[src/rtl/pipe_ctrl_if.sv]
// Control bundle between the riscx stage registers and pipe_ctrl.
// All inputs are level-sampled every cycle, with no valid/ready handshake. The core (master) holds them stable around the rising edge. pipe_ctrl (slave) returns stall/flush combinationally and vld/counters registered.
interface pipe_ctrl_if #(
    parameter int NSTAGE        = 5,
    parameter int PC_WIDTH      = 32,
    parameter int REG_IDX_WIDTH = 5,
    parameter int CNT_WIDTH     = 32
);
    logic                     if_vld_i;
    logic                     id_rs1_en_i;
    logic                     id_rs2_en_i;
    logic [REG_IDX_WIDTH-1:0] id_rs1_idx_i;
    logic [REG_IDX_WIDTH-1:0] id_rs2_idx_i;
    logic                     ex_rd_en_i;
    logic [REG_IDX_WIDTH-1:0] ex_rd_idx_i;
    logic                     ex_is_load_i;
    logic                     mem_busy_i;
    logic                     flush_req_i;
    logic [PC_WIDTH-1:0]      flush_pc_i;
    logic                     cnt_clr_i;
    logic [NSTAGE-1:0]        vld_o;
    logic [NSTAGE-1:0]        stall_o;
    logic                     flush_o;
    logic [PC_WIDTH-1:0]      flush_pc_o;
    logic [CNT_WIDTH-1:0]     stall_cnt_o;
    logic [CNT_WIDTH-1:0]     flush_cnt_o;
    logic                     mem_timeout_o;

    modport master (
        output if_vld_i, id_rs1_en_i, id_rs2_en_i, id_rs1_idx_i, id_rs2_idx_i,
               ex_rd_en_i, ex_rd_idx_i, ex_is_load_i, mem_busy_i,
               flush_req_i, flush_pc_i, cnt_clr_i,
        input  vld_o, stall_o, flush_o, flush_pc_o, stall_cnt_o, flush_cnt_o,
               mem_timeout_o
    );

    modport slave (
        input  if_vld_i, id_rs1_en_i, id_rs2_en_i, id_rs1_idx_i, id_rs2_idx_i,
               ex_rd_en_i, ex_rd_idx_i, ex_is_load_i, mem_busy_i,
               flush_req_i, flush_pc_i, cnt_clr_i,
        output vld_o, stall_o, flush_o, flush_pc_o, stall_cnt_o, flush_cnt_o,
               mem_timeout_o
    );
endinterface

[src/rtl/pipe_ctrl.sv]
// Pipeline control for the riscx in-order core: per-stage valid tracking,
// load-use / memory-stall hold and bubble control, EX flush gating, counters and watchdog.
module pipe_ctrl #(
    parameter int NSTAGE        = 5,
    parameter int ID_STG        = 1,
    parameter int EX_STG        = 2,
    parameter int MEM_STG       = 3,
    parameter int PC_WIDTH      = 32,
    parameter int REG_IDX_WIDTH = 5,
    parameter int CNT_WIDTH     = 32,
    parameter int MEM_TIMEOUT   = 64
) (
    input logic        clk,
    input logic        rst,
    pipe_ctrl_if.slave bus
);
    localparam int BUSY_W = $clog2(MEM_TIMEOUT + 1);
    localparam logic [BUSY_W-1:0] BUSY_MAX = BUSY_W'(MEM_TIMEOUT);

    logic [NSTAGE-1:0]        vld_q, vld_d;
    logic [NSTAGE-1:0]        stall;
    logic                     flush_done_q, flush_done_d;
    logic [CNT_WIDTH-1:0]     stall_cnt_q, stall_cnt_d;
    logic [CNT_WIDTH-1:0]     flush_cnt_q, flush_cnt_d;
    logic [BUSY_W-1:0]        busy_cnt_q, busy_cnt_d;
    logic                     timeout_q, timeout_d;
    logic                     lu, ms, fl, rs_match;
    logic [REG_IDX_WIDTH-1:0] rd_idx;
    logic [PC_WIDTH-1:0]      flush_pc;

    assign rd_idx   = bus.ex_rd_idx_i;
    assign flush_pc = bus.flush_pc_i;

    // Hazard detection and stall mask; a memory stall outranks load-use.
    always_comb begin
        rs_match = (bus.id_rs1_en_i && (bus.id_rs1_idx_i == rd_idx)) ||
                   (bus.id_rs2_en_i && (bus.id_rs2_idx_i == rd_idx));
        lu = vld_q[ID_STG] && vld_q[EX_STG] && bus.ex_is_load_i &&
             bus.ex_rd_en_i && (rd_idx != '0) && rs_match;
        ms = vld_q[MEM_STG] && bus.mem_busy_i;
        fl = bus.flush_req_i && vld_q[EX_STG] && !flush_done_q;
        stall = '0;
        for (int i = 0; i < NSTAGE; i++) begin
            if (ms && (i <= MEM_STG)) begin
                stall[i] = 1'b1;
            end else if (lu && (i <= ID_STG)) begin
                stall[i] = 1'b1;
            end
        end
    end

    // Held stages keep their bit, the first unheld stage receives a bubble,
    // and a flush squashes everything younger than EX.
    always_comb begin
        vld_d    = vld_q;
        vld_d[0] = stall[0] ? vld_q[0] : bus.if_vld_i;
        for (int i = 1; i < NSTAGE; i++) begin
            if (stall[i]) begin
                vld_d[i] = vld_q[i];
            end else if (stall[i-1]) begin
                vld_d[i] = 1'b0;
            end else begin
                vld_d[i] = vld_q[i-1];
            end
        end
        if (fl) begin
            for (int i = 0; i < EX_STG; i++) begin
                vld_d[i] = 1'b0;
            end
        end
    end

    always_comb begin
        flush_done_d = flush_done_q;
        if (!stall[EX_STG]) begin
            flush_done_d = 1'b0;
        end else if (fl) begin
            flush_done_d = 1'b1;
        end

        stall_cnt_d = stall_cnt_q;
        flush_cnt_d = flush_cnt_q;
        if (bus.cnt_clr_i) begin
            stall_cnt_d = '0;
            flush_cnt_d = '0;
        end else begin
            if ((|stall) && (stall_cnt_q != '1)) stall_cnt_d = stall_cnt_q + 1'b1;
            if (fl && (flush_cnt_q != '1))       flush_cnt_d = flush_cnt_q + 1'b1;
        end

        busy_cnt_d = '0;
        if (ms) begin
            busy_cnt_d = (busy_cnt_q == BUSY_MAX) ? busy_cnt_q : busy_cnt_q + 1'b1;
        end
        timeout_d = timeout_q || (busy_cnt_d == BUSY_MAX);
    end

    always_ff @(posedge clk) begin
        if (rst) begin
            vld_q        <= '0;
            flush_done_q <= 1'b0;
            stall_cnt_q  <= '0;
            flush_cnt_q  <= '0;
            busy_cnt_q   <= '0;
            timeout_q    <= 1'b0;
        end else begin
            vld_q        <= vld_d;
            flush_done_q <= flush_done_d;
            stall_cnt_q  <= stall_cnt_d;
            flush_cnt_q  <= flush_cnt_d;
            busy_cnt_q   <= busy_cnt_d;
            timeout_q    <= timeout_d;
        end
    end

    assign bus.vld_o         = vld_q;
    assign bus.stall_o       = stall;
    assign bus.flush_o       = fl;
    assign bus.flush_pc_o    = flush_pc;
    assign bus.stall_cnt_o   = stall_cnt_q;
    assign bus.flush_cnt_o   = flush_cnt_q;
    assign bus.mem_timeout_o = timeout_q;
endmodule

[src/flat_wrapper.sv]
// flat-port wrapper written by rule: the top's interface ports become plain ports
module pipe_ctrl_flat 
#(
    parameter int NSTAGE        = 5,
    parameter int ID_STG        = 1,
    parameter int EX_STG        = 2,
    parameter int MEM_STG       = 3,
    parameter int PC_WIDTH      = 32,
    parameter int REG_IDX_WIDTH = 5,
    parameter int CNT_WIDTH     = 32,
    parameter int MEM_TIMEOUT   = 64
)
  (clk, rst, bus_if_vld_i, bus_id_rs1_en_i, bus_id_rs2_en_i, bus_id_rs1_idx_i, bus_id_rs2_idx_i, bus_ex_rd_en_i, bus_ex_rd_idx_i, bus_ex_is_load_i, bus_mem_busy_i, bus_flush_req_i, bus_flush_pc_i, bus_cnt_clr_i, bus_vld_o, bus_stall_o, bus_flush_o, bus_flush_pc_o, bus_stall_cnt_o, bus_flush_cnt_o, bus_mem_timeout_o);
  pipe_ctrl_if #(.NSTAGE(NSTAGE), .PC_WIDTH(PC_WIDTH), .REG_IDX_WIDTH(REG_IDX_WIDTH), .CNT_WIDTH(CNT_WIDTH)) bus_i ();
  input logic clk;
  input logic rst;
  input wire logic [$bits(bus_i.if_vld_i)-1:0] bus_if_vld_i;
  input wire logic [$bits(bus_i.id_rs1_en_i)-1:0] bus_id_rs1_en_i;
  input wire logic [$bits(bus_i.id_rs2_en_i)-1:0] bus_id_rs2_en_i;
  input wire logic [$bits(bus_i.id_rs1_idx_i)-1:0] bus_id_rs1_idx_i;
  input wire logic [$bits(bus_i.id_rs2_idx_i)-1:0] bus_id_rs2_idx_i;
  input wire logic [$bits(bus_i.ex_rd_en_i)-1:0] bus_ex_rd_en_i;
  input wire logic [$bits(bus_i.ex_rd_idx_i)-1:0] bus_ex_rd_idx_i;
  input wire logic [$bits(bus_i.ex_is_load_i)-1:0] bus_ex_is_load_i;
  input wire logic [$bits(bus_i.mem_busy_i)-1:0] bus_mem_busy_i;
  input wire logic [$bits(bus_i.flush_req_i)-1:0] bus_flush_req_i;
  input wire logic [$bits(bus_i.flush_pc_i)-1:0] bus_flush_pc_i;
  input wire logic [$bits(bus_i.cnt_clr_i)-1:0] bus_cnt_clr_i;
  output wire logic [$bits(bus_i.vld_o)-1:0] bus_vld_o;
  output wire logic [$bits(bus_i.stall_o)-1:0] bus_stall_o;
  output wire logic [$bits(bus_i.flush_o)-1:0] bus_flush_o;
  output wire logic [$bits(bus_i.flush_pc_o)-1:0] bus_flush_pc_o;
  output wire logic [$bits(bus_i.stall_cnt_o)-1:0] bus_stall_cnt_o;
  output wire logic [$bits(bus_i.flush_cnt_o)-1:0] bus_flush_cnt_o;
  output wire logic [$bits(bus_i.mem_timeout_o)-1:0] bus_mem_timeout_o;
  assign bus_i.if_vld_i = bus_if_vld_i;
  assign bus_i.id_rs1_en_i = bus_id_rs1_en_i;
  assign bus_i.id_rs2_en_i = bus_id_rs2_en_i;
  assign bus_i.id_rs1_idx_i = bus_id_rs1_idx_i;
  assign bus_i.id_rs2_idx_i = bus_id_rs2_idx_i;
  assign bus_i.ex_rd_en_i = bus_ex_rd_en_i;
  assign bus_i.ex_rd_idx_i = bus_ex_rd_idx_i;
  assign bus_i.ex_is_load_i = bus_ex_is_load_i;
  assign bus_i.mem_busy_i = bus_mem_busy_i;
  assign bus_i.flush_req_i = bus_flush_req_i;
  assign bus_i.flush_pc_i = bus_flush_pc_i;
  assign bus_i.cnt_clr_i = bus_cnt_clr_i;
  assign bus_vld_o = bus_i.vld_o;
  assign bus_stall_o = bus_i.stall_o;
  assign bus_flush_o = bus_i.flush_o;
  assign bus_flush_pc_o = bus_i.flush_pc_o;
  assign bus_stall_cnt_o = bus_i.stall_cnt_o;
  assign bus_flush_cnt_o = bus_i.flush_cnt_o;
  assign bus_mem_timeout_o = bus_i.mem_timeout_o;
  pipe_ctrl #(.NSTAGE(NSTAGE), .ID_STG(ID_STG), .EX_STG(EX_STG), .MEM_STG(MEM_STG), .PC_WIDTH(PC_WIDTH), .REG_IDX_WIDTH(REG_IDX_WIDTH), .CNT_WIDTH(CNT_WIDTH), .MEM_TIMEOUT(MEM_TIMEOUT)) u_core (.clk(clk), .rst(rst), .bus(bus_i));
endmodule
[config.mk]
export PLATFORM = sky130hd
export DESIGN_NAME = pipe_ctrl_flat
export DESIGN_NICKNAME = d
export VERILOG_FILES = /design/src/rtl/pipe_ctrl_if.sv /design/src/rtl/pipe_ctrl.sv /design/src/flat_wrapper.sv
export SDC_FILE = /design/constraint.sdc
export NUM_CORES = 1
export LEC_CHECK = 0
export ABC_CLOCK_PERIOD_IN_PS = 3100
export CAP_MARGIN = 20
export CORE_ASPECT_RATIO = 0.75
export CORE_MARGIN = 1
export CORE_UTILIZATION = 47
export CTS_CLUSTER_DIAMETER = 120
export DETAILED_ROUTE_END_ITERATION = 7
export PLACE_DENSITY = 0.93
export SLEW_MARGIN = 15
export SYNTH_ARGS = -nofsm -noshare
export SYNTH_HDL_FRONTEND = slang
export SYNTH_SLANG_ARGS = --single-unit
[constraint.sdc]
create_clock -name clk -period 3.1 [get_ports clk]
set_input_delay 0.31 -clock clk [delete_from_list [all_inputs] [get_ports clk]]
set_output_delay 0.31 -clock clk [all_outputs]
set_load 0.03 [all_outputs]
==> results.py, run 1 <==
metrics = {
    "run_status": {
        "status": "finished, final reports clean",
    },
    "timing": {
        "min_period_ns": 2.78,
        "final_hold_viol_count": 0,
        "skew_ns": 0.00644,
        "maxSlewHeadroom_pct": 53.1,
        "worstMarginPinSlew_ns": 0.698,
        "drv_slew": 0,
        "setup_violations": 0,
        "rsz0062_at_grt": "false",
        "fmax_mhz": 360,
        "fin_crit_sh_pct": 89.7,
        "setup-tns-final_ns": 0,
    },
    "power": {
        "power.leakage_uw": 0.00165,
        "cellPowerDensity_nw_per_um2": 426,
        "vdd_drop_max_mv": 0.342,
    },
    "placement": {
        "numPortBuffers": 99,
        "place_area_um2": 4900,
        "gp_congestion": 0.889,
        "dpl.hpwl_um": 7470,
        "post-place-cells": 649,
    },
    "worst_hold_path": {
        "hp-class": "flop to flop",
    },
    "setup_path": {
        "cp_max_fo": 4,
        "required_ns": 2.79,
        "critPathSlowestCell": "clkdlybuf4s50_1",
        "end_kind": "output pin",
        "critPathTopFamily": "buffers and inverters",
        "critPathKind": "input port to output pin",
        "cpMostUsedCell": "clkdlybuf4s50_1",
        "cp-start-kind": "input port",
        "critPathArrivalTime_ns": 2.47,
        "cp_cell_sequence": "clkdlybuf4s50_1 > or4_1 > o21ai_1 > o21a_1 > inv_1 > clkdlybuf4s50_1",
        "max_stage_delay_ns": 0.60,
        "critPathBufInv": 3,
    },
    "cells_and_area": {
        "synthToLayoutAreaGrowth_pct": 27.7,
        "final_common_cell": "clkdlybuf4s50_1",
        "finalNonFillerCells": 665,
        "layout_common_cells": "clkdlybuf4s50_1, dfxtp_1, nor2_1, nand2_1, nand3_1",
        "final_nets": 613,
        "design_area_um2": 5220,
        "n_antenna_cell": 0,
        "drive_above_1_share_pct": 5.75,
    },
    "global_route": {
        "track_usage_pct": 23.1,
        "grt_pass1_wl_um": 16400,
        "grt_use_met3_pct": 5.93,
        "use_met2_pct": 39.9,
        "antenna_found_initial": 0,
        "use_met1_pct": 28.3,
        "grt_pass1_vias": 3455,
        "grt_max_degree": 35,
        "busiest_layer": "met2",
        "gr-total-overflow": 0,
    },
    "cts": {
        "cts.path.max_buffers": 2,
        "hold_buffers": 0,
        "tritoncts": "done",
        "cts_resized": 0,
        "post_cts_buffers": 0,
        "numCtsBuffers": 9,
        "cts.sinks": 78,
        "htreeDepth": 3,
        "cts_root_buf": "clkbuf_16",
        "clk_pin_slew_worst_paths_ns": 0.06,
        "clkLatencyLatePin_ns": 0.33,
    },
    "synth": {
        "synth_nets": 552,
        "synthCells": 491,
        "synth_seq_cells": 78,
        "syn_area_um2": 4090,
        "syn_area_per_cell_um2": 8.33,
        "synth_cell_types": 52,
        "yosysWarningCount": 0,
        "ys_seq_area_share_pct": 38.2,
    },
    "floorplan": {
        "dieArea_um2": 9080,
        "initial_core_util_pct": 48.4,
        "die_w_um": 110,
        "pin_count": 165,
        "die_y_um": 82.8,
        "fp-row-count": 29,
        "core_region_area_um2": 8450,
    },
    "run": {
        "drv_cap": 0,
    },
    "detailed_routing": {
        "postRouteAntennaNets": 0,
        "wl_um": 10200,
        "drc": 0,
        "firstDrtPassIters": 4,
        "routed_via_density": 5.66,
        "drtIter0Drc": 213,
        "wire_per_inst_um": 15.4,
        "vias": 3762,
    },
}
==> layout make-up <==
type	instances	area, um^2
Multi-Input combinational cell	350	2150
Inverter	11	41.3
Fill cell	718	3230
Sequential cell	78	1560
Timing Repair Buffer	102	1010
Clock inverter	7	97.6
Clock buffer	9	225
Tap cell	108	135
==> per-stage QoR <==
step	utilization (%)	setup slack (ns)	hold WS (ns)	total power, uW
finish	61.8	0.319	0.479	2230
global route	61.8	0.200	0.501	2300
detailed placement	57.9	0.272	0.465	1120
floorplan	-	1.01	0.386	1150
global placement	57.9	0.384	0.440	1120
CTS	61.8	0.318	0.478	2250
==> report_power, final <==
part	switching [uW]	internal (uW)	leakage, uW
Sequential	2.38	1000	0.000628
Combinational	46.4	47.4	0.000869
Clock	418	707	0.000152
Total	466	1760	0.00165
==> worst min-delay path, stage by stage (launching register included) <==
cell,delay [ns]
dfxtp_1,0.33
a21oi_1,0.04
nor2_1,0.07
==> metal layers <==
layer | up-vias | share of wire (%)
li1 | 1820 | -
met1 | 1793 | 44
met2 | 126 | 49
met3 | 23 | 5.9
met4 | 0 | 1.3
met5 | - | 0
==> final timing paths <==
kind,start,to,slack (ns),depth (start not counted)
max,bus_ex_rd_idx_i[1],bus_stall_o[0],0.32,6
min,u_core.flush_done_q$_SDFFE_PP0P_,u_core.flush_done_q$_SDFFE_PP0P_,0.48,2
max reg2reg,u_core.bus.stall_cnt_o[0]$_SDFFE_PP0P_,u_core.bus.stall_cnt_o[28]$_SDFFE_PP0P_,0.68,6
min reg2reg,u_core.flush_done_q$_SDFFE_PP0P_,u_core.flush_done_q$_SDFFE_PP0P_,0.48,2
==> Yosys cell counts (all sizes together) <==
library cell / count / share of area (%)
buf: 42 / 7.4
clkbuf: 10 / 0.92
nand4bb: 1 / 0.28
nand4: 22 / 3.9
xor2: 19 / 4.1
inv: 11 / 1.0
nor3b: 2 / 0.37
or2: 2 / 0.31
and2: 3 / 0.46
a41oi: 1 / 0.21
conb: 1 / 0.092
or4: 6 / 1.1
nand4b: 1 / 0.21
o221ai: 1 / 0.37
o22ai: 1 / 0.15
nor4: 5 / 1.6
o22a: 1 / 0.21
a22oi: 1 / 0.18
nor2: 57 / 5.2
mux2i: 4 / 0.98
a21boi: 1 / 0.18
and3: 9 / 1.4
or3: 23 / 3.5
and3b: 1 / 0.21
nand2: 32 / 2.9
a211oi: 2 / 0.49
nor2b: 1 / 0.15
xnor2: 29 / 6.2
nand3: 32 / 4.2
o31ai: 4 / 0.73
and4: 7 / 1.5
nor3: 15 / 2.0
a21oi: 29 / 3.5
o31a: 1 / 0.21
o211ai: 1 / 0.18
a31oi: 2 / 0.31
ha: 4 / 1.2
o21a: 4 / 0.73
nand2b: 2 / 0.31
dfxtp: 78 / 38
o21ai: 23 / 2.8
==> kinds of logic (layout without fill, tap and decap cells) <==
family                     Yosys count  count (layout)  synth area share [%]
buffers and inverters               63             129                  9.33
AOI/OAI and AO/OA                   72              72                  10.3
other                                1               1                0.0917
DFF                                 78              78                  38.2
adders and majority gates            4               4                  1.22
and+or+nand+nor                    221             221                  29.6
xor gates and xnor gates            48              48                  10.3
muxes                                4               4                 0.979
==> flip-flops by register name, indices dropped and copies added, names as in the netlist <==
| name | count |
|---|---|
| u_core.bus.flush_cnt_o | 32 |
| u_core.bus.stall_cnt_o | 32 |
| u_core.busy_cnt_q | 7 |
| u_core.bus.vld_o | 5 |
| u_core.bus.mem_timeout_o | 1 |
| u_core.flush_done_q | 1 |
Note: power is estimated with default switching activity, not from simulation.
==> inputs of run 2 (changes only) <==
PLACE_DENSITY = 0.9   (was 0.93)
==> run 2 against run 1 <==
  * Register-to-register slack got worse by 0.04 ns
  * Global-route usage down 0.22 points
  * Sequential share of layout area rose by 0.086 points
  * Count of clock-buffer cells in the layout grew 1
  * Combinational power shrank 1%
  * Flip-flop and latch count unchanged
  * Die area stayed put
  * Setup slack worse by 0.024 ns
  * Clock skew grew 0.0014 ns
  * Largest cell class unchanged
  * Largest power group unchanged
==> results.py, run 2 (synthesis gave the netlist of run 1 again) <==
metrics = {
    "timing": {
        "rsz0062_at_grt": "false",
        "skew_ns": 0.00780,
        "maxSlewHeadroom_pct": 53.9,
        "final_hold_viol_count": 0,
        "setup-tns-final_ns": 0,
        "fin_crit_sh_pct": 90.5,
        "min_period_ns": 2.80,
        "drv_slew": 0,
        "fmax_mhz": 357,
        "setup_violations": 0,
        "worstMarginPinSlew_ns": 0.686,
    },
    "placement": {
        "numPortBuffers": 99,
        "place_area_um2": 4900,
        "gp_congestion": 0.849,
        "dpl.hpwl_um": 7350,
    },
    "power": {
        "seq_power_share_pct": 46.4,
        "p_sw_uw": 467,
        "p_sw_share_pct": 21.6,
        "power.leakage_uw": 0.00165,
        "comb_power_share_pct": 4.3,
        "power.internal_uw": 1700,
        "cellPowerDensity_nw_per_um2": 417,
        "p_clk_share_pct": 49.3,
        "vdd_drop_max_mv": 0.263,
    },
    "setup_path": {
        "required_ns": 2.79,
        "cp_cell_sequence": "clkdlybuf4s50_1 > or4_1 > o21ai_1 > o21a_1 > inv_1 > clkdlybuf4s50_1",
        "critPathKind": "input port to output pin",
        "max_stage_delay_ns": 0.61,
        "critPathBufInv": 3,
        "end_kind": "output pin",
        "critPathTopFamily": "buffers and inverters",
        "critPathArrivalTime_ns": 2.49,
        "cp_max_fo": 4,
        "critPathSlowestCell": "clkdlybuf4s50_1",
        "cp-start-kind": "input port",
        "cpMostUsedCell": "clkdlybuf4s50_1",
        "rrSetupSlack_ns": 0.64,
    },
    "global_route": {
        "antenna_found_initial": 0,
        "gr-total-overflow": 0,
        "grt_max_degree": 60,
        "grt_pass1_vias": 3491,
        "grt_pass1_wl_um": 16300,
        "track_usage_pct": 22.9,
    },
    "cts": {
        "htreeDepth": 3,
        "numCtsBuffers": 9,
        "post_cts_buffers": 0,
        "clk_pin_slew_worst_paths_ns": 0.06,
        "cts_resized": 0,
        "hold_buffers": 0,
        "clkLatencyLatePin_ns": 0.33,
        "cts.path.max_buffers": 2,
        "tritoncts": "done",
        "cts.sinks": 78,
        "cts_root_buf": "clkbuf_16",
    },
    "floorplan": {
        "die_w_um": 110,
        "pin_count": 165,
        "initial_core_util_pct": 48.4,
        "core_region_area_um2": 8450,
        "die_y_um": 82.8,
        "dieArea_um2": 9080,
        "fp-row-count": 29,
    },
    "detailed_routing": {
        "wire_per_inst_um": 15.1,
        "wl_um": 10000,
        "postRouteAntennaNets": 0,
        "drtIter0Drc": 210,
        "vias": 3774,
        "drc": 0,
        "routed_via_density": 5.68,
        "firstDrtPassIters": 5,
    },
    "run_status": {
        "status": "finished, final reports clean",
    },
    "run": {
        "drv_cap": 0,
    },
    "cells_and_area": {
        "final_core_util_pct": 61.6,
        "synthToLayoutAreaGrowth_pct": 27.3,
        "final_common_cell": "clkdlybuf4s50_1",
        "design_area_um2": 5210,
        "n_antenna_cell": 0,
        "drive_above_1_share_pct": 5.75,
        "layout_common_cells": "clkdlybuf4s50_1, dfxtp_1, nor2_1, nand2_1, nand3_1",
        "final_nets": 613,
    },
    "worst_hold_path": {
        "hp-class": "flop to flop",
    },
}
## run 2: cell count changes in the layout (fill, tap and decap cells not counted)
cell / change
clkinvlp_4: -1
clkinv_4: +1
bufinv_16: -1
clkbuf_8: +1
## run 2: power by group through the flow
| stage | Combinational (uW) | Sequential [uW] | Clock [uW] |
|---|---|---|---|
| 2_1_floorplan | 118 | 1030 | 0 |
| 3_3_place_gp | 90.2 | 1030 | 0 |
| 3_5_place_dp | 92.5 | 1030 | 0 |
| 4_1_cts | 92.9 | 1010 | 1090 |
| 5_1_grt | 99.6 | 1010 | 1130 |
| 6_report | 92.8 | 1010 | 1070 |
## run 2: final timing paths
path                                           from                                      end  cells after the start
max                              bus_ex_rd_idx_i[1]                           bus_stall_o[1]                      6
min                u_core.flush_done_q$_SDFFE_PP0P_         u_core.flush_done_q$_SDFFE_PP0P_                      2
max reg2reg  u_core.bus.stall_cnt_o[1]$_SDFFE_PP0P_  u_core.bus.stall_cnt_o[28]$_SDFFE_PP0P_                      6
min reg2reg        u_core.flush_done_q$_SDFFE_PP0P_         u_core.flush_done_q$_SDFFE_PP0P_                      2
## run 2: area by class of cell
cell class / instances / area (um^2)
repair buffers: 102 / 1010
clock buffers: 10 / 239
multi-input cells: 350 / 2150
inverters: 11 / 41.3
flip-flops and latches: 78 / 1560
well taps: 108 / 135
fillers: 719 / 3250
clock inverters: 6 / 68.8
## run 2: per-layer routing
metal / routed length [um] / up-vias / global-route usage [%] / part of all wire, %
met3: 635 / 30 / 5.62 / 6.3
li1: - / 1817 / - / -
met1: 4560 / 1797 / 29.2 / 45
met4: 168 / 0 / 9.20 / 1.7
met5: 0 / - / 0 / 0
met2: 4690 / 130 / 37.4 / 47
## run 2: worst min-delay path, cell delays in order, from the launching register on
cell and delay (ns):
dfxtp_1 0.32, a21oi_1 0.04, nor2_1 0.07
## run 2: stage by stage
stage               hold slack, ns  total power, uW  setup WS (ns)  std cells
floorplan                    0.386             1150           1.01        491
global placement             0.442             1120          0.387        649
detailed placement           0.463             1120          0.314        649
CTS                          0.478             2190          0.311        665
global route                 0.510             2240          0.258        665
finish                       0.467             2170          0.295        665
==> inputs of run 3 (changes only) <==
ABC_CLOCK_PERIOD_IN_PS = 2700   (was 3100)
CORE_UTILIZATION = 44   (was 47)
PLACE_DENSITY = 0.85   (was 0.9)
clock period = 2.7 ns   (was 3.1 ns; I/O delays follow)
==> run 3 against run 2 <==
  * First-iteration DRC count grew 28%
  * Worst hold slack gained 0.012 ns
  * Die area grew 6.7%
  * Cell count grew 4.1%
  * Utilization shrank 3.1 points
  * Cell area grew 1.6%
  * Flip-flop and latch count is the same
  * Sequential power grew 15%
  * Register-to-register slack lost 0.20 ns
  * Critical path type unchanged
  * Largest cell class unchanged
  * Highest routed layer unchanged
==> results.py, run 3 (synthesis gave the netlist of run 1 again) <==
metrics = {
    "global_route": {
        "grt_pass1_vias": 3598,
        "grt_pass1_wl_um": 16900,
        "grt_use_met3_pct": 6.43,
        "antenna_found_initial": 0,
        "gr-total-overflow": 0,
        "track_usage_pct": 21.9,
        "busiest_layer": "met2",
        "grt_max_degree": 31,
        "use_met2_pct": 33.5,
        "use_met1_pct": 27.5,
    },
    "timing": {
        "drv_slew": 0,
        "fmax_mhz": 381,
        "maxSlewHeadroom_pct": 58.1,
        "skew_ns": 0.00973,
        "min_period_ns": 2.62,
        "worstMarginPinSlew_ns": 0.623,
        "setup_violations": 0,
        "final_hold_viol_count": 0,
        "fin_crit_sh_pct": 97.1,
        "whs_ns": 0.479,
        "fin_ws_ns": 0.0774,
    },
    "setup_path": {
        "critPathTopFamily": "buffers and inverters",
        "critPathSlowestCell": "clkdlybuf4s50_1",
        "required_ns": 2.43,
        "cp_max_fo": 3,
        "cpMostUsedCell": "clkdlybuf4s50_1",
        "max_stage_delay_ns": 0.68,
        "critPathKind": "input port to output pin",
        "end_kind": "output pin",
        "critPathBufInv": 3,
        "cp-start-kind": "input port",
        "critPathArrivalTime_ns": 2.35,
        "cp_cell_sequence": "clkdlybuf4s50_1 > xnor2_1 > nand4_1 > o22a_1 > o21a_1 > inv_1 > clkdlybuf4s50_1",
    },
    "cts": {
        "cts.path.max_buffers": 2,
        "numCtsBuffers": 9,
        "clk_pin_slew_worst_paths_ns": 0.06,
        "cts_root_buf": "clkbuf_16",
        "clkLatencyLatePin_ns": 0.34,
        "cts.sinks": 78,
        "htreeDepth": 3,
        "tritoncts": "done",
        "hold_buffers": 0,
    },
    "cells_and_area": {
        "final_nets": 620,
        "synthToLayoutAreaGrowth_pct": 29.3,
        "n_fill_cell": 806,
        "layout_common_cells": "clkdlybuf4s50_1, dfxtp_1, nor2_1, nand2_1, nand3_1",
        "register_area_um2": 1560,
        "n_antenna_cell": 0,
        "drive_above_1_share_pct": 6.91,
        "multi_input_area_um2": 2150,
        "final_common_cell": "clkdlybuf4s50_1",
    },
    "floorplan": {
        "pin_count": 165,
        "die_y_um": 85.5,
        "fp-row-count": 30,
        "die_w_um": 113,
        "initial_core_util_pct": 45.2,
        "core_region_area_um2": 9050,
        "dieArea_um2": 9690,
    },
    "placement": {
        "dpl.hpwl_um": 7600,
        "gp_congestion": 0.872,
        "numPortBuffers": 99,
        "dp_slack_ns": 0.102,
    },
    "run": {
        "drv_cap": 0,
    },
    "detailed_routing": {
        "drc": 0,
        "vias": 3775,
        "wl_um": 10400,
        "firstDrtPassIters": 4,
        "wire_per_inst_um": 15.0,
        "postRouteAntennaNets": 0,
        "routed_via_density": 5.46,
        "drtIter0Drc": 269,
    },
    "worst_hold_path": {
        "hp-class": "flop to flop",
    },
    "power": {
        "vdd_drop_max_mv": 0.304,
        "power.leakage_uw": 0.00169,
        "cellPowerDensity_nw_per_um2": 474,
    },
    "run_status": {
        "status": "finished, final reports clean",
    },
}
[run 3: routing by layer]
metal  up-vias  routed length [um]
li1       1832                   -
met1      1786                4600
met2       113                4800
met3        44                 662
met4         0                 333
met5         -                   0
[run 3: what timing repair did]
item	4_1_cts	5_1_grt
setup endpoints to repair	0	1
setup buffers	0	0
resized for setup	0	1
[run 3: worst paths after layout]
kind	start	endpoint	slack [ns]	depth (start not counted)
worst min register to register	u_core.bus.mem_timeout_o$_SDFF_PP0_	u_core.bus.mem_timeout_o$_SDFF_PP0_	0.48	2
worst min-delay path	u_core.bus.mem_timeout_o$_SDFF_PP0_	u_core.bus.mem_timeout_o$_SDFF_PP0_	0.48	2
worst max register to register	u_core.bus.flush_cnt_o[6]$_SDFFE_PP0P_	u_core.bus.flush_cnt_o[27]$_SDFFE_PP0P_	0.44	6
worst max-delay path	bus_ex_rd_idx_i[2]	bus_stall_o[1]	0.08	7
[run 3: power by group]
group          leakage (uW)  internal (uW)  switching [uW]
clock network      0.000144            764             479
registers          0.000628           1150            2.68
logic              0.000920           56.5            53.0
total               0.00169           1970             534
[run 3: through the flow]
stage	TNS [ns]	instances	instance area (um^2)	power [uW]	utilization (%)
floorplan	0	491	4090	1320	-
global placement	0	676	4980	1290	55.0
detailed placement	0	676	4980	1290	55.0
CTS	0	692	5290	2540	58.4
global route	-0.0123	692	5290	2590	58.5
finish	0	692	5290	2510	58.5
[run 3: layout make-up]
| cell class | count | area share [%] |
|---|---|---|
| flip-flops and latches | 78 | 29.5 |
| clock buffers | 11 | 4.78 |
| multi-input cells | 350 | 40.6 |
| repair buffers | 109 | 20.2 |
| inverters | 11 | 0.781 |
| well taps | 128 | 3.03 |
| clock inverters | 5 | 1.09 |
[run 3: worst min-delay path, cell delays in order (launching register included)]
cell and delay, ns:
dfxtp_1 0.33, a41oi_1 0.05, nor2_1 0.07
